File: config.mk
export PLATFORM = sky130hd
export DESIGN_NAME = banyan_tagger
export DESIGN_NICKNAME = d
export VERILOG_FILES = /design/src/rtl/compact_pkg.sv /design/src/rtl/prefix_popcount.sv /design/src/rtl/banyan_tagger.sv
export SDC_FILE = /design/constraint.sdc
export NUM_CORES = 1
export LEC_CHECK = 0
export CAP_MARGIN = 20
export CORE_MARGIN = 8
export CORE_UTILIZATION = 25
export DETAILED_ROUTE_END_ITERATION = 8
export PLACE_DENSITY = 0.6
export SETUP_SLACK_MARGIN = 0.5
export SLEW_MARGIN = 15
export SYNTH_ARGS = -nofsm -noshare
export SYNTH_HDL_FRONTEND = slang
export SYNTH_SLANG_ARGS = --single-unit
File: constraint.sdc
create_clock -name clk -period 20.4 [get_ports clk]
set_input_delay 4.08 -clock clk [delete_from_list [all_inputs] [get_ports clk]]
set_output_delay 4.08 -clock clk [all_outputs]
set_load 0.02 [all_outputs]
File: src/rtl/compact_pkg.sv
// Shared constants and types for the compression datapath banyan stage.
//   N  : lane count (banyan port count)
//   W  : payload width per lane
//   TW : routing-tag width, log2(N)
//   tagged_word_t : {tag, payload} as presented to the banyan
//   get_tag()     : extracts the routing tag from a banyan word
package compact_pkg;

   localparam int unsigned N  = 8;
   localparam int unsigned W  = 32;
   localparam int unsigned TW = $clog2(N);

   typedef struct packed {
      logic [TW-1:0] tag;
      logic [W-1:0]  payload;
   } tagged_word_t;

   function automatic logic [TW-1:0] get_tag(input tagged_word_t word);
      return word.tag;
   endfunction

endpackage

File: src/rtl/prefix_popcount.sv
// Combinational exclusive prefix popcount.
//   vec_i   : N-bit input vector
//   pre_o   : pre_o[i] = number of set bits in vec_i[i-1:0] (pre_o[0] = 0)
//   total_o : number of set bits in vec_i, 0..N
module prefix_popcount
   import compact_pkg::*;
(
   input  logic [N-1:0]         vec_i,
   output logic [N-1:0][TW-1:0] pre_o,
   output logic [TW:0]          total_o
);

   logic [TW:0] acc;

   always_comb begin
      acc   = '0;
      pre_o = '0;
      for (int unsigned i = 0; i < N; i++) begin
         // Exclusive prefix never exceeds N-1, so TW bits suffice.
         pre_o[i] = acc[TW-1:0];
         acc      = acc + (TW+1)'(vec_i[i]);
      end
      total_o = acc;
   end

endmodule

File: src/rtl/banyan_tagger.sv
// Routing-tag generator ahead of the N-port banyan. Each valid lane gets
// destination (base + exclusive prefix count) mod N in the top TW bits, so the
// banyan scatters words into consecutive wrap-around lanes. The base persists
// across beats so successive beats pack contiguously.
//   clk, rst       : clock, asynchronous active-high reset
//   in_valid/ready : input handshake
//   in_sop         : first beat of a frame, tags from base 0
//   in_lane_vld    : per-lane valid
//   in_data        : per-lane payload
//   out_valid/ready: output handshake (registered, 1-cycle latency)
//   out_lane_vld   : per-lane valid for the banyan
//   out_data       : per-lane {tag, payload}, zero for invalid lanes
//   out_base       : base used for this beat
//   out_count      : number of valid lanes in this beat
module banyan_tagger
   import compact_pkg::*;
(
   input  logic               clk,
   input  logic               rst,
   input  logic               in_valid,
   output logic               in_ready,
   input  logic               in_sop,
   input  logic [N-1:0]       in_lane_vld,
   input  logic [W-1:0]       in_data [N-1:0],
   output logic               out_valid,
   input  logic               out_ready,
   output logic [N-1:0]       out_lane_vld,
   output tagged_word_t       out_data [N-1:0],
   output logic [TW-1:0]      out_base,
   output logic [TW:0]        out_count
);

   logic [N-1:0][TW-1:0] pre;
   logic [TW:0]          total;
   logic [TW-1:0]        eb;
   logic                 in_xfer;
   logic                 out_xfer;

   logic [TW-1:0] base_d, base_q;
   logic          valid_d, valid_q;
   logic [N-1:0]  lane_vld_d, lane_vld_q;
   tagged_word_t  data_d [N-1:0];
   tagged_word_t  data_q [N-1:0];
   logic [TW-1:0] obase_d, obase_q;
   logic [TW:0]   count_d, count_q;

   prefix_popcount u_prefix_popcount (
      .vec_i   (in_lane_vld),
      .pre_o   (pre),
      .total_o (total)
   );

   assign in_ready = !valid_q || out_ready;

   always_comb begin
      eb       = in_sop ? '0 : base_q;
      in_xfer  = in_valid && in_ready;
      out_xfer = valid_q && out_ready;

      base_d     = base_q;
      valid_d    = valid_q;
      lane_vld_d = lane_vld_q;
      data_d     = data_q;
      obase_d    = obase_q;
      count_d    = count_q;

      // Count of N wraps to zero in TW bits, leaving the base unchanged.
      if (in_xfer) begin
         base_d = eb + total[TW-1:0];
      end

      if (in_xfer && (total != '0)) begin
         valid_d    = 1'b1;
         lane_vld_d = in_lane_vld;
         obase_d    = eb;
         count_d    = total;
         for (int unsigned i = 0; i < N; i++) begin
            if (in_lane_vld[i]) begin
               data_d[i].tag     = eb + pre[i];
               data_d[i].payload = in_data[i];
            end else begin
               data_d[i] = '0;
            end
         end
      end else if (out_xfer) begin
         // Drained with nothing new (including an empty beat): clear.
         valid_d    = 1'b0;
         lane_vld_d = '0;
         obase_d    = '0;
         count_d    = '0;
         for (int unsigned i = 0; i < N; i++) begin
            data_d[i] = '0;
         end
      end
   end

   always_ff @(posedge clk or posedge rst) begin
      if (rst) begin
         base_q     <= '0;
         valid_q    <= 1'b0;
         lane_vld_q <= '0;
         obase_q    <= '0;
         count_q    <= '0;
         for (int unsigned i = 0; i < N; i++) begin
            data_q[i] <= '0;
         end
      end else begin
         base_q     <= base_d;
         valid_q    <= valid_d;
         lane_vld_q <= lane_vld_d;
         obase_q    <= obase_d;
         count_q    <= count_d;
         for (int unsigned i = 0; i < N; i++) begin
            data_q[i] <= data_d[i];
         end
      end
   end

   assign out_valid    = valid_q;
   assign out_lane_vld = lane_vld_q;
   assign out_data     = data_q;
   assign out_base     = obase_q;
   assign out_count    = count_q;

endmodule

==> reports/metrics.yaml <==
p_sw_mw: 1.05
seq_area_frac_synth_pct: 65.0
grt_use_met2_pct: 25.8
synth_nets: 1077
num_io_pins: 566
p_per_area_nw_per_um2: 151
clock_sinks: 299
use_met3_pct: 6.39
crit_family: "adder cells"
p_leak_nw: 8.31
nFillCells: 4283
fmax_ghz: 0.103
grt_max_degree: 92
hpwl_um: 32200
grt_util_all_layers_pct: 15.6
rows: 78
layout-drive-gt1-share_pct: 5.75
worstPathCellList: "clkdlybuf4s50_1 -> fa_1 -> ha_1 -> ha_1 -> ha_1 -> ha_1 -> ha_1 -> ha_1 -> nor2_1 -> and2_1 -> nand2_1 -> a21oi_1 -> a21oi_1 -> o211ai_4 -> buf_4 -> buf_4 -> a22o_1"
layout_common_cells: "565 x clkdlybuf4s50_1, 299 x dfrtp_1, 282 x a22o_1, 37 x clkbuf_16, 22 x nand2_1"
synthMuxAreaShare_pct: 0.196
drt-pass1-iter-count: 4
register_area_um2: 7480
fin_crit_sh_pct: 47.7
synth_xor_area_share_pct: 2.15
use_met1_pct: 18.7
setup_violations: 0
grt_pass1_vias: 9767
cts_hold_buf: 0
port_buffers: 565
die_y_um: 231
finalSetupTns_ps: 0
slew_viol_final: 0
cts_setup_buffers: 0
multi_input_area_um2: 3640
fin_area_um2: 18800
cpMostUsedCell: "ha_1"
p_seq_share_pct: 32.8
synthAdderAreaFrac_pct: 3.67
ant_nets: 0
comb_power_share_pct: 44.9
cap_violations: 0
wirelength_um: 43300
status: "finished clean"
synth_ff_type: "dfrtp_1"
final_common_cell: "clkdlybuf4s50_1"
synth_edf_count: 0
finalWeightedCongestion: 0.794
ys_seq_elements: 299
arrival_ps: 10190
slowest_stage: "buf_4"
clk_pin_slew_ps: 60
cts.path.max_buffers: 3
start_util_pct: 25.4
numCtsBuffers: 36
hold_violations: 0
grt_pass1_wl_um: 64600
cts_resized: 0
cpPeakStageDelay_ps: 820
cts_root_buf: "clkbuf_16"
avgRoutedWirePerCell_um: 22.1
crit_type: "input pin to register"
vias: 9004
dieArea_um2: 53200
skew_ps: 27.0
area_delta_synth_final_pct: 63.4
antenna_found_initial: 0
rsz0062_at_grt: "false"
hp-class: "register to register"
synth-simple-area-share_pct: 2.62
htreeDepth: 2
drc: 0
ir_drop_mv: 0.0716
syn_area_per_cell_um2: 14.8
swShare_pct: 36.8
core_area_um2: 45400
drt-initial-drc-count: 394
synth_area_um2: 11500
synth_compound_area_share_pct: 22.9
startpoint_type: "input pin"
critPathLaunch: "in_lane_vld[0]"
worst_setup_path_end_kind: "register"
whs_ps: 471
synth.distinct_cells: 35
relSlewSlack_pct: 29.5
busiest_layer: "met2"
hp-start: "base_q[0]"
clock_latency_ps: 540
yosysWarningCount: 0
crit_fanout: 82
grt.overflow.total: 0
worstMarginPinSlew_ps: 1060
die-width_um: 231
fin_crit_ps: 9720
pre_cts_slack_ps: 10130
async_flop_share_pct: 100
clkPwrFrac_pct: 22.3
syn_inst: 779
setup_slack_ps: 10680
nNetsFinal: 1631
cp_num_buf_inv: 3
intPower_mw: 1.80
viasPerCell: 4.60
cts_tree: "done"
required_ps: 20860
placed_area_um2: 17700
worstReg2RegStart: "out_valid"
synth_top_family_by_area: "compound AO/OA/AOI/OAI gates"
-- registers in the layout, indices dropped and copies added, names as in the netlist --
name,cells
out_data,280
out_valid,1
out_count,4
base_q,3
out_lane_vld,8
out_base,3
-- kinds of logic (layout without fill, tap and decap cells) --
family	after synthesis	in the layout
adders and majority gates	29	29
and+or+nand+nor	53	53
AOI/OAI and AO/OA	306	306
xor gates and xnor gates	21	21
DFF	299	299
muxes	1	1
buffers and inverters	70	647
other	0	1
-- metrics by stage --
| stage | power, mW | instances | util (%) |
|---|---|---|---|
| 6_report | 2.84 | 1957 | 41.5 |
| 5_1_grt | 3.00 | 1956 | 41.5 |
| 4_1_cts | 2.90 | 1956 | 41.5 |
| 3_5_place_dp | 2.24 | 1895 | 38.9 |
| 3_3_place_gp | 2.23 | 1895 | 38.9 |
| 2_1_floorplan | 1.59 | 779 | - |
-- cell usage after synthesis (all sizes together), types with 2 or more instances --
cell / number / area (um^2)
xnor2: 14 / 141
buf: 50 / 332
fa: 8 / 160
nor2: 10 / 75.1
nor3b: 2 / 15.0
a22o: 282 / 2470
nor2b: 3 / 18.8
and2: 2 / 12.5
a21o: 12 / 90.1
nor3: 5 / 25.0
a21oi: 3 / 15.0
clkbuf: 9 / 33.8
nand3: 4 / 20.0
xnor3: 2 / 46.3
ha: 21 / 263
inv: 11 / 41.3
dfrtp: 299 / 7480
xor2: 4 / 35.0
nand2: 22 / 82.6
o21ai: 6 / 30.0
-- path summary, 6_finish.rpt --
| path | end | slack (ps) | cells past startpoint |
|---|---|---|---|
| min | base_q[0] | 470 | 2 |
| min reg2reg | base_q[0] | 470 | 2 |
| max reg2reg | out_data[126] | 17220 | 9 |
| min in group asynchronous | out_data[159] | 4070 | 2 |
| max | out_data[126] | 10680 | 17 |
| max in group asynchronous | out_data[262] | 14850 | 3 |
-- metal layers --
layer | vias to the layer above | routed length (um)
li1 | 4067 | -
met1 | 4506 | 17200
met2 | 377 | 21100
met3 | 54 | 4150
met4 | 0 | 940
met5 | - | 0
-- worst reg2reg max path: stages, from the launching register on --
cell and delay [ps]:
dfrtp_1 410, nand2_1 100, and2_1 160, nand2_1 60, a21oi_1 170, a21oi_1 130
o211ai_4 170, buf_4 670, buf_4 930, a22o_1 330
-- power groups by stage --
stage                     clock, mW  sequential [mW]  combinational [mW]
after CTS                     0.660            0.933                1.30
final                         0.634            0.932                1.28
after global placement            0            0.935                1.29
after global routing          0.681            0.960                1.36
after detailed placement          0            0.935                1.30
after floorplan                   0             1.19               0.400
-- cell type report --
cell class | count | area share [%]
flip-flops and latches | 299 | 39.8
repair buffers | 575 | 30.5
multi-input cells | 410 | 19.4
clock buffers | 50 | 5.39
well taps | 600 | 3.99
clock inverters | 11 | 0.758
inverters | 11 | 0.259
diodes | 1 | 0.0133
Note: power is estimated with default switching activity, not from simulation.
